**config.mk**
```make
export PLATFORM = sky130hd
export DESIGN_NAME = lc4_imem_responder
export DESIGN_NICKNAME = d
export VERILOG_FILES = /design/src/rtl/lc4_mem_pkg.sv /design/src/rtl/lc4_delay_line.sv /design/src/rtl/lc4_imem_responder.sv
export SDC_FILE = /design/constraint.sdc
export NUM_CORES = 2
export LEC_CHECK = 0
export BUFFER_PORTS_ARGS = -buffer_cell sky130_fd_sc_hd__buf_2
export CAP_MARGIN = 20
export CORE_MARGIN = 4
export CORE_UTILIZATION = 55
export CTS_BUF_LIST = sky130_fd_sc_hd__clkbuf_8
export DETAILED_ROUTE_END_ITERATION = 10
export PLACE_DENSITY = 0.71
export SETUP_SLACK_MARGIN = 0.02
export SLEW_MARGIN = 20
export SYNTH_ARGS = -nofsm -noshare
export SYNTH_HDL_FRONTEND = slang
export SYNTH_HIERARCHICAL = 1
export SYNTH_SLANG_ARGS = --single-unit
```
**constraint.sdc**
```tcl
create_clock -name clk -period 5.2 [get_ports clk]
set_input_delay 1.04 -clock clk [delete_from_list [all_inputs] [get_ports clk]]
set_output_delay 1.04 -clock clk [all_outputs]
set_load 0.005 [all_outputs]
```
**src/rtl/lc4_mem_pkg.sv**
```systemverilog
// Shared definitions for the LC4 instruction-memory responder: word width,
// the XOR pattern key and the {data, addr} record carried down the pipeline.
package lc4_mem_pkg;

   localparam int WORD_W = 16;
   localparam logic [WORD_W-1:0] XOR_KEY = 16'hAAAA;

   typedef struct packed {
      logic [WORD_W-1:0] data;
      logic [WORD_W-1:0] addr;
   } stage_t;

endpackage

```
**src/rtl/lc4_delay_line.sv**
```systemverilog
// Enable-gated shift register of DEPTH entries, WIDTH bits each.
// A low clr_n at a clock edge zeroes every entry, whatever the enable.
module lc4_delay_line #(
   parameter int WIDTH = 32,
   parameter int DEPTH = 8
) (
   input  logic             clk,
   input  logic             clr_n,
   input  logic             en,
   input  logic [WIDTH-1:0] din,
   output logic [WIDTH-1:0] dout
);

   logic [DEPTH-1:0][WIDTH-1:0] stage_q;
   logic [DEPTH-1:0][WIDTH-1:0] stage_d;

   // Next pipeline contents: clear wins, otherwise shift one place when enabled.
   always_comb begin
      stage_d = stage_q;
      if (!clr_n) begin
         stage_d = '0;
      end else if (en) begin
         stage_d[0] = din;
         for (int i = 1; i < DEPTH; i++) begin
            stage_d[i] = stage_q[i-1];
         end
      end
   end

   // Pipeline register.
   always_ff @(posedge clk) begin
      stage_q <= stage_d;
   end

   assign dout = stage_q[DEPTH-1];

endmodule

```
**src/rtl/lc4_imem_responder.sv**
```systemverilog
// Memory-side responder for the LC4 instruction-cache refill port.
// Each gwe-enabled edge samples mem_iaddr, looks up its word and pushes the
// {data, addr} record into a LATENCY-deep pipeline; the last stage drives the
// outputs. mem_ivalid rises once LATENCY post-reset samples have been taken.
// Build option LC4_IMEM_XOR_PATTERN_EN: when defined the word is the address
// XORed with a fixed key and no backing store exists; otherwise a
// 2**DEPTH_LOG2-word store, written through the load port, supplies the word.
module lc4_imem_responder
   import lc4_mem_pkg::*;
#(
   parameter int LATENCY    = 8,
   parameter int DEPTH_LOG2 = 8
) (
   input  logic              clk,
   input  logic              rst,
   input  logic              gwe,
   input  logic [WORD_W-1:0] mem_iaddr,
   output logic [WORD_W-1:0] mem_idata,
   output logic [WORD_W-1:0] mem_iaddr_echo,
   output logic              mem_ivalid,
   input  logic              load_en,
   input  logic [WORD_W-1:0] load_addr,
   input  logic [WORD_W-1:0] load_data
);

   localparam int FILL_W = $clog2(LATENCY + 1);

   logic [FILL_W-1:0] fill_q;
   logic [FILL_W-1:0] fill_d;
   logic [WORD_W-1:0] lookup_word;
   stage_t            stage_in;
   stage_t            stage_out;

`ifdef LC4_IMEM_XOR_PATTERN_EN
   logic unused_load;

   assign lookup_word = mem_iaddr ^ XOR_KEY;
   assign unused_load = ^{load_en, load_addr, load_data, DEPTH_LOG2[0]};
`else
   localparam int DEPTH = 2 ** DEPTH_LOG2;

   logic [WORD_W-1:0]     store_mem [DEPTH];
   logic                  store_we;
   logic [DEPTH_LOG2-1:0] rd_idx;
   logic [DEPTH_LOG2-1:0] wr_idx;
   logic                  unused_addr_hi;

   // Upper address bits alias onto the same entry.
   assign rd_idx         = mem_iaddr[DEPTH_LOG2-1:0];
   assign wr_idx         = load_addr[DEPTH_LOG2-1:0];
   assign unused_addr_hi = ^{mem_iaddr, load_addr};
   assign store_we       = rst && gwe && load_en;

   // Asynchronous read sees the contents before this edge's write, so a
   // same-edge load and lookup of one entry returns the old word.
   assign lookup_word = store_mem[rd_idx];

   // Backing store write; contents deliberately survive reset.
   always_ff @(posedge clk) begin
      if (store_we) begin
         store_mem[wr_idx] <= load_data;
      end
   end
`endif

   assign stage_in = '{data: lookup_word, addr: mem_iaddr};

   lc4_delay_line #(
      .WIDTH ($bits(stage_t)),
      .DEPTH (LATENCY)
   ) u_stages (
      .clk   (clk),
      .clr_n (rst),
      .en    (gwe),
      .din   (stage_in),
      .dout  (stage_out)
   );

   // Fill counter: counts enabled edges since reset, saturating at LATENCY.
   always_comb begin
      fill_d = fill_q;
      if (!rst) begin
         fill_d = '0;
      end else if (gwe && (fill_q != FILL_W'(LATENCY))) begin
         fill_d = fill_q + 1'b1;
      end
   end

   // Fill counter register.
   always_ff @(posedge clk) begin
      fill_q <= fill_d;
   end

   assign mem_idata      = stage_out.data;
   assign mem_iaddr_echo = stage_out.addr;
   assign mem_ivalid     = (fill_q == FILL_W'(LATENCY));

endmodule

```
==> impl_results.md <==
* Status: complete, no violations
* RD Place Congestion at between 0.9 and 1
* Leakage at just over 60 nW
* Skew-Pair Late Insertion Delay at 1.18 ns
* H-tree depth at 6
* Post-cts sizing count at 0
* # IOs at 85
* Largest cells by area after synthesis: edfxtp_1 (73%), mux4_2 (10%), mux2i_1 (5.3%), dfxtp_1 (3.1%), o221ai_1 (1.7%)
* Worst slack, placed at 0.347 ns
* # DRC at 0
* Critical path startpoint category: input port
* Tot Pwr at ~0.068 W
* Postcts setup bufs at 0
* P per Cell Area at approximately 360 nW/um^2
* Register cell area after layout at around 130,000 um^2
* Setup CP Type: in2reg
* DR iter-0 viols at about 11,000
* Worst setup EP type: flip-flop
* Seq cells post-synth at between 4,000 and 5,000
* Full die area at about 320,000 um^2
* Hpwl dp at 234,000 um
* Clock root cell: clkbuf_8
* Primary FF master, synth: edfxtp_1
* Yosys warns at 6
* Post-Syn Area at 168,000 um^2
* Filler Cell Count at a little over 20,000
* Gate Count Post-Synth at between 8,000 and 9,000
* Port bufs at 76
* Post-synthesis sequential area ratio at approximately 76%
* TritonRoute pass-1 iters at 8
* Total core area at about 300,000 um^2
* Clock transition at the registers of the reported paths at 0.06 ns
* Die height at ~560 um
* Row cnt at between 200 and 250
* Initial antenna violation count at 20
* Relative slew slack at a little under a fifth
* Largest net degree at the start of global routing at 148
* CTS tree: built
* CTS max path bufs at 4
* Worst Hold Class: in2reg
* Gr usage total at between 20 and 25%
* Final core utilization at 61.7%
* Crit path time final at 3.77 ns
* Skew final at 0.0512 ns
* Final hold violation count at 0
* Top routing layer in use: met5
* Die X at about 560 um
* Final worst slack at ~1.4 ns
* Critical Path RT at between 6 and 7 ns
* TritonCTS Sinks at approximately 4,400
* Worst-Margin Slew at 1.23 ns
* Nets@finish at 9,036
* Post-synth top area cell: edfxtp_1
* Final cycle utilization of the critical path at between 70% and 80%
* Hold-fix buffers at CTS at 0
* Pins Over Slew Limit at 0
* Routed length on met2 at about 190,000 um
* Hold_ws at between 0.15 and 0.2 ns
* Post-synth top area share at around 73%
* DR vias/cell at roughly 6.3
* Max VDD drop at between 0.2 and 0.3 mV
* Unrepaired setup endpoints after global routing: no
* Post-synth cell types at 42
* Cts bufs inserted at 660
* Met1 WL at around 160,000 um
* Routed vias at 84,900
* ANT nets after route at 0
* Area Growth Syn to Fin at 11.3%
* Share of layout cells above drive strength 1 at 23.9%
* Vias in the first global route at ~84,000
* Fin Setup TNS at 0 ns
* Mean post-synth cell area at between 20 and 25 um^2
* Number of synthesized flops with an enable pin at between 4,000 and 5,000
* Area occupied by multi-input gates at approximately 37,000 um^2
* Routed Wire Length at between 300,000 and 400,000 um
* Syn nets at slightly above 8,000
* Endpoints failing setup at 0
* CP arrival at 4.86 ns
* Worst-path fanout max at 36
* First-pass GRT wire length at slightly below 600,000 um
* Synth async-reset ratio at 0%
* MaxCap Viol Count at 0
* Grt ovf at 0
* Routed wl met3 at 38,300 um
* DR WL/cell at around 29 um
* Max Clk Rate at around 260 MHz
* Initial Utilization at 55.5%
[flip-flops by register name (all words and copies together), names as in the netlist]
| name | flops |
|---|---|
| u_stages/stage_q | 224 |
| fill_q | 4 |
| store_mem | 4096 |
| u_stages/dout | 32 |
[cells in the mapped netlist, types with 2 or more instances]
cell type and instances:
mux4_1 13, nor3_1 33, or2_2 2, mux2_2 64, a22oi_1 16, nand2b_1 3, o311ai_0 16, inv_1 6
edfxtp_1 4096, buf_8 14, nor2_1 310, a21oi_1 160, a221oi_1 16, buf_12 31, mux2i_1 896, dfxtp_1 260
buf_2 58, buf_1 16, o21ai_0 84, ha_1 2, mux4_2 755, nor2b_1 264, o32ai_1 16, nand3b_1 3
and2_1 5, o22ai_1 166, nand2_1 66, nand3_1 24, buf_4 99, o221ai_1 320, xnor2_1 3, buf_6 54
o31ai_1 16, nor4_1 16, a22o_1 32, nand4_1 9, clkbuf_1 264
[cell families (layout without fill, tap and decap cells)]
group,Yosys count,count (layout),synth area share [%]
buffers and inverters,543,1826,2.11
flip-flops,4356,4356,76.1
XOR/XNOR,3,3,0.0156
multiplexers,1728,1728,16.0
adder cells (fa/ha/maj),2,2,0.0149
other,0,5,0
AND/OR/NAND/NOR,738,738,2.14
AO/OA/AOI/OAI,843,843,3.57
[final cells by class]
| cell class | count | area share [%] |
|---|---|---|
| diodes | 5 | 0.00667 |
| clock buffers | 675 | 4.95 |
| clock inverters | 501 | 1.40 |
| inverters | 7 | 0.0193 |
| multi-input cells | 3314 | 19.6 |
| flip-flops and latches | 4356 | 68.4 |
| well taps | 4080 | 2.72 |
| repair buffers | 643 | 2.96 |
[stage by stage]
stage                     instance area, um^2  instances
after floorplan                        168000       8213
after global placement                 176000      12400
after detailed placement               176000      12400
after CTS                              188000      13600
after global routing                   188000      13600
final                                  188000      13600
[critical path, cell delays in order]
cell,delay [ns]
buf_8,0.35
nand2b_4,0.25
buf_4,0.34
o221ai_1,0.34
a21oi_1,0.12
o31ai_1,0.84
o32ai_1,0.27
buf_4,0.25
nor4_1,0.46
buf_4,0.22
mux2i_1,0.07
nor2b_1,0.16
[final timing paths]
path	startpoint	to	slack, ns	depth (start not counted)
worst min-delay path	mem_iaddr[9]	u_stages/stage_q[9]	0.16	3
worst min register to register	u_stages/stage_q[92]	u_stages/stage_q[124]	0.49	2
worst max-delay path	mem_iaddr[1]	u_stages/stage_q[20]	1.43	12
worst max register to register	store_mem[53][7]	u_stages/stage_q[23]	2.05	9
[metal layers]
| layer | vias up | global-route usage (%) |
|---|---|---|
| met1 | 44000 | 35.9 |
| li1 | 35700 | - |
| met5 | - | 0 |
| met3 | 696 | 4.85 |
| met2 | 4545 | 38.3 |
| met4 | 8 | 9.19 |
[cells in the final DEF, fill, tap and decap left out, drive strengths merged, types with 225 or more instances in the layout]
cell type / n
buf: 643
edfxtp: 4096
nor2: 310
o221ai: 320
mux4: 768
clkinv: 225
mux2i: 896
inv: 266
dfxtp: 260
nor2b: 264
clkbuf: 675
[power breakdown]
part,switching [W],total [W],internal (W)
logic,0.00220,0.00347,0.00127
registers,0.0000460,0.0384,0.0384
clock network,0.0130,0.0256,0.0126
Note: power is estimated with default switching activity, not from simulation.
